==> config.mk <==
export PLATFORM = sky130hd
export DESIGN_NAME = serial_adder
export DESIGN_NICKNAME = d
export VERILOG_FILES = /design/src/rtl/serial_adder_pkg.sv /design/src/rtl/serial_adder_fulladder.sv /design/src/rtl/serial_adder.sv
export SDC_FILE = /design/constraint.sdc
export NUM_CORES = 1
export LEC_CHECK = 0
export BUFFER_PORTS_ARGS = -buffer_cell sky130_fd_sc_hd__buf_4
export CAP_MARGIN = 20
export CELL_PAD_IN_SITES_DETAIL_PLACEMENT = 1
export CELL_PAD_IN_SITES_GLOBAL_PLACEMENT = 1
export CORE_MARGIN = 1.5
export CORE_UTILIZATION = 30
export DETAILED_ROUTE_END_ITERATION = 6
export PLACE_DENSITY_LB_ADDON = 0.1
export RECOVER_POWER = 25
export SYNTH_ARGS = -nofsm -noshare
export SYNTH_HDL_FRONTEND = slang
export SYNTH_HIERARCHICAL = 1
export SYNTH_SLANG_ARGS = --single-unit
==> constraint.sdc <==
create_clock -name clk -period 1.3 [get_ports clk]
set_input_delay 0.065 -clock clk [delete_from_list [all_inputs] [get_ports clk]]
set_output_delay 0.065 -clock clk [all_outputs]
set_load 0.005 [all_outputs]
==> src/rtl/serial_adder_pkg.sv <==
// Shared definitions for the bit-serial adder: FSM state encoding and
// the default operand width.
package serial_adder_pkg;

    localparam int unsigned DEFAULT_WIDTH = 8;

    typedef enum logic [1:0] {
        IDLE = 2'd0,
        RUN  = 2'd1,
        DONE = 2'd2
    } state_t;

endpackage

==> src/rtl/serial_adder_fulladder.sv <==
// Single-bit full adder used by the serial adder data path.
module serial_adder_fulladder (
    input  logic a,
    input  logic b,
    input  logic ci,
    output logic s,
    output logic co
);

    // Sum and carry-out of one bit position
    always_comb begin
        s  = a ^ b ^ ci;
        co = (a & b) | (ci & (a ^ b));
    end

endmodule

==> src/rtl/serial_adder.sv <==
// Bit-serial adder: computes a + b + cin one bit per clock, LSB first,
// through a single full adder. Result and carry are registered and held
// until the next result is loaded.
// Optional macro SERIAL_ADDER_OVF_EN adds a signed-overflow output (ovf).
module serial_adder
    import serial_adder_pkg::*;
#(
    parameter int unsigned WIDTH = DEFAULT_WIDTH
) (
    input  logic             clk,
    input  logic             rst_n,
    input  logic             start,
    input  logic [WIDTH-1:0] a,
    input  logic [WIDTH-1:0] b,
    input  logic             cin,
    output logic             busy,
    output logic             done,
    output logic [WIDTH-1:0] sum,
    output logic             cout
`ifdef SERIAL_ADDER_OVF_EN
    ,
    output logic             ovf
`endif
);

    localparam int unsigned CW = $clog2(WIDTH + 1);

    state_t           state;
    logic [WIDTH-1:0] a_sh;
    logic [WIDTH-1:0] b_sh;
    // Holds the WIDTH-1 sum bits produced so far; the final bit comes
    // straight from the adder when the result is loaded.
    logic [WIDTH-2:0] res_sh;
    logic             carry;
    logic [CW-1:0]    cnt;
    logic             fa_s;
    logic             fa_co;
    logic             last;

    // Final bit of the current operation is being processed this cycle
    always_comb begin
        last = (cnt == CW'(WIDTH - 1));
    end

    serial_adder_fulladder fulladder (
        .a  (a_sh[0]),
        .b  (b_sh[0]),
        .ci (carry),
        .s  (fa_s),
        .co (fa_co)
    );

    // Control FSM, operand/result shifting and registered outputs
    always_ff @(posedge clk or negedge rst_n) begin
        if (!rst_n) begin
            state  <= IDLE;
            busy   <= 1'b0;
            done   <= 1'b0;
            sum    <= '0;
            cout   <= 1'b0;
            a_sh   <= '0;
            b_sh   <= '0;
            res_sh <= '0;
            carry  <= 1'b0;
            cnt    <= '0;
`ifdef SERIAL_ADDER_OVF_EN
            ovf    <= 1'b0;
`endif
        end else begin
            case (state)
                IDLE, DONE: begin
                    done <= 1'b0;
                    if (start) begin
                        a_sh   <= a;
                        b_sh   <= b;
                        carry  <= cin;
                        res_sh <= '0;
                        cnt    <= '0;
                        state  <= RUN;
                        busy   <= 1'b1;
                    end else begin
                        state <= IDLE;
                        busy  <= 1'b0;
                    end
                end
                RUN: begin
                    a_sh   <= a_sh >> 1;
                    b_sh   <= b_sh >> 1;
                    // New bit enters at the top; truncation drops the oldest slot
                    res_sh <= (WIDTH - 1)'({fa_s, res_sh} >> 1);
                    carry  <= fa_co;
                    if (last) begin
                        state <= DONE;
                        busy  <= 1'b0;
                        done  <= 1'b1;
                        sum   <= {fa_s, res_sh};
                        cout  <= fa_co;
`ifdef SERIAL_ADDER_OVF_EN
                        ovf   <= carry ^ fa_co;
`endif
                    end else begin
                        cnt <= cnt + 1'b1;
                    end
                end
                default: begin
                    state <= IDLE;
                    busy  <= 1'b0;
                    done  <= 1'b0;
                end
            endcase
        end
    end

endmodule

==> impl_metrics.yaml <==
place:
  routabilityCongestion: 0.7623
  post-place-ws_ps: -89.20
  dpl.hpwl_mm: 2.623
  port_buffers: 30
  placed_cells: 257
sta:
  setup_viol: 9
  maxSlewHeadroom_pct: 31.10
  fin_skew_ps: 4.260
  final_max_slew_viol_count: 0
  fin_crit_ps: 1368
  fin_tns_setup_ps: -495.5
  hold_ws_ps: 29.50
  worst_pin_slew_ps: 1033
  timing.final.ws_setup_ps: -68.42
  hold_viol_final: 0
  rsz0062_at_grt: "true"
  fmax_ghz: 0.7308
  fin_crit_sh_pct: 105.3
clocking:
  cts_num_sinks: 40
  path_clk_slew_ps: 80
  htreeDepth: 2
  cts_made_buffers: 5
  clock_latency_ps: 290
  cts_buffer_depth: 2
  cts_tree: "done"
  cts-root-buf: "clkbuf_8"
drt:
  via_per_inst: 4.775
  drcViolationCount: 0
  ant_nets: 0
  vias: 1294
  drtPass1Iterations: 4
  drt-total-wl_mm: 3.909
  routedWlPerCell_microns: 14.42
  drtIter0Drc: 64
job:
  cap_violations: 0
critical_path:
  slowest_delay_ps: 400
  crit_required_ps: 1480
  slowest_stage: "dfrtp_1"
  path_class: "reg2reg"
  start_kind: "register"
  cp_cell_sequence: "ha_4, nand2_4, nor3_4, buf_12, mux2_2"
  endpoint_kind: "register"
  critical_path.top_delay_family: "flip-flops"
  path_buf_inv: 1
  critPathArrivalTime_ps: 1550
  crit_fanout: 10
global_route:
  grt_pass1_wl_mm: 6.417
  grt_start_max_net_pins: 41
  grt_use_total_pct: 13.66
  first_global_vias: 1317
  grt-ovfl-total: 0
  antenna_found_initial: 0
die:
  rows: 26
  fp.dieW_microns: 77.62
  ios: 31
  start_util_pct: 31.89
  core_sq_um: 5238
  dieArea_sq_um: 6024
  fp.dieH_microns: 77.62
logic_synthesis:
  synthCells: 151
  syn_nets: 173
  avgSynthCellArea_sq_um: 11.06
  ys.warnings.count: 6
  synth-seq-cells: 40
  syn_area_sq_um: 1670
  yosysSeqAreaShare_pct: 59.93
  ys_types: 25
layout:
  nets: 222
  diodes: 0
  final_cells: 271
  fin_util_pct: 44.27
  area_delta_synth_final_pct: 38.80
  drive_gt1_share_pct: 36.82
pwr:
  p_leak_nw: 1.093
  peakVddDrop_uv: 844.3
  p_per_area_nw_per_um2: 2429
worst_hold_path:
  hp-class: "in2reg"
outcome:
  outcome: "finished, violations left"
  violations: "setup timing"
## routing by layer
layer / up-vias / global-route usage [%] / wire (microns)
met2: 24 / 22.00 / 1928
met1: 647 / 18.03 / 1851
met4: 0 / 3.273 / 11
met3: 2 / 4.000 / 117
li1: 621 / - / -
met5: - / 0 / 0
## kinds of logic after synthesis
logic type	share of synthesized area, %
simple gates	16.40
flops	59.93
compound gates	11.84
mux	7.266
buf+inv	2.622
fa+ha+maj	1.947
## layout by cell type, fill, tap and decap left out, types with 3 or more instances in the layout
cell type and count:
a22o_1 9, a31oi_1 15, buf_4 39, buf_6 5, clkbuf_8 5, dfrtp_1 39
dlygate4sd3_1 3, mux2_2 5, mux2_4 4, nand2_1 33, nor2_1 15
## worst paths after layout
path	startpoint	endpoint	slack, ps	depth (start not counted)
min in group asynchronous	rst_n	cnt[1]	490	2
max	cnt[0]	sum[5]	-70	5
max reg2reg	cnt[0]	sum[5]	-70	5
max in group asynchronous	rst_n	state[0]	110	2
min reg2reg	sum[6]	sum[6]	510	1
min	b[0]	b_sh[0]	30	3
## flip-flops by register name (all words and copies together), names as in the netlist
| signal | count |
|---|---|
| res_sh | 7 |
| b_sh | 8 |
| busy | 1 |
| cout | 1 |
| cnt | 4 |
| sum | 8 |
| done | 1 |
| a_sh | 8 |
| carry | 1 |
| state | 1 |
## stage by stage
stage	power (W)	area (sq um)
2_1_floorplan	0.003470	1684
3_3_place_gp	0.004295	2091
3_5_place_dp	0.004414	2091
4_1_cts	0.005574	2260
5_1_grt	0.006098	2318
6_report	0.005631	2318
## worst register-to-register path: cells and delay by family (launching register included)
| kind | cells | cell delay (ps) |
|---|---|---|
| flip-flops | 1 | 400 |
| multiplexers | 1 | 330 |
| AND/OR/NAND/NOR | 2 | 210 |
| adder cells (fa/ha/maj) | 1 | 170 |
| buffers and inverters | 1 | 160 |
## cells in the mapped netlist
cell type | instances | area share [%]
a21oi_1 | 1 | 0.30
a22o_1 | 9 | 4.7
a311o_1 | 1 | 0.60
a31oi_1 | 15 | 5.6
and4_1 | 1 | 0.52
buf_2 | 5 | 1.5
clkbuf_1 | 3 | 0.67
dfrtp_1 | 40 | 60
fa_1 | 1 | 1.2
ha_1 | 1 | 0.75
inv_1 | 2 | 0.45
mux2_2 | 9 | 6.1
mux2i_1 | 2 | 1.2
nand2_1 | 34 | 7.6
nand2b_1 | 1 | 0.37
nand2b_2 | 1 | 0.52
nand4b_1 | 1 | 0.52
nor2_1 | 15 | 3.4
nor2_2 | 1 | 0.37
nor2b_1 | 2 | 0.75
nor3_1 | 1 | 0.30
nor3_4 | 1 | 0.97
nor3b_1 | 1 | 0.45
nor4bb_1 | 1 | 0.60
o21ai_0 | 2 | 0.60
## where the power goes
part | switching (W) | leakage [nW] | internal (W) | total, W
registers | 0.000392 | 0.485 | 0.00181 | 0.00220
logic | 0.00110 | 0.554 | 0.00130 | 0.00241
clock network | 0.000451 | 0.0541 | 0.000568 | 0.00102
total | 0.00195 | 1.09 | 0.00368 | 0.00563
## timing repair
action	4_1_cts	5_1_grt
setup endpoints to repair	36	35
pin swaps	0	1
hold buffers	2	1
resized for setup	7	10
buffers inserted	2	1
hold endpoints to repair	41	1
gates cloned	0	0
## final cells by class
cell class / count / area (sq um)
fill: 586 / 2919
sequential: 40 / 1002
multi-input combinational: 101 / 685.7
timing repair buffer: 50 / 424.2
tap: 70 / 87.58
clock buffer: 5 / 68.82
clock inverter: 3 / 42.54
inverter: 2 / 7.507
Note: power is estimated with default switching activity, not from simulation.
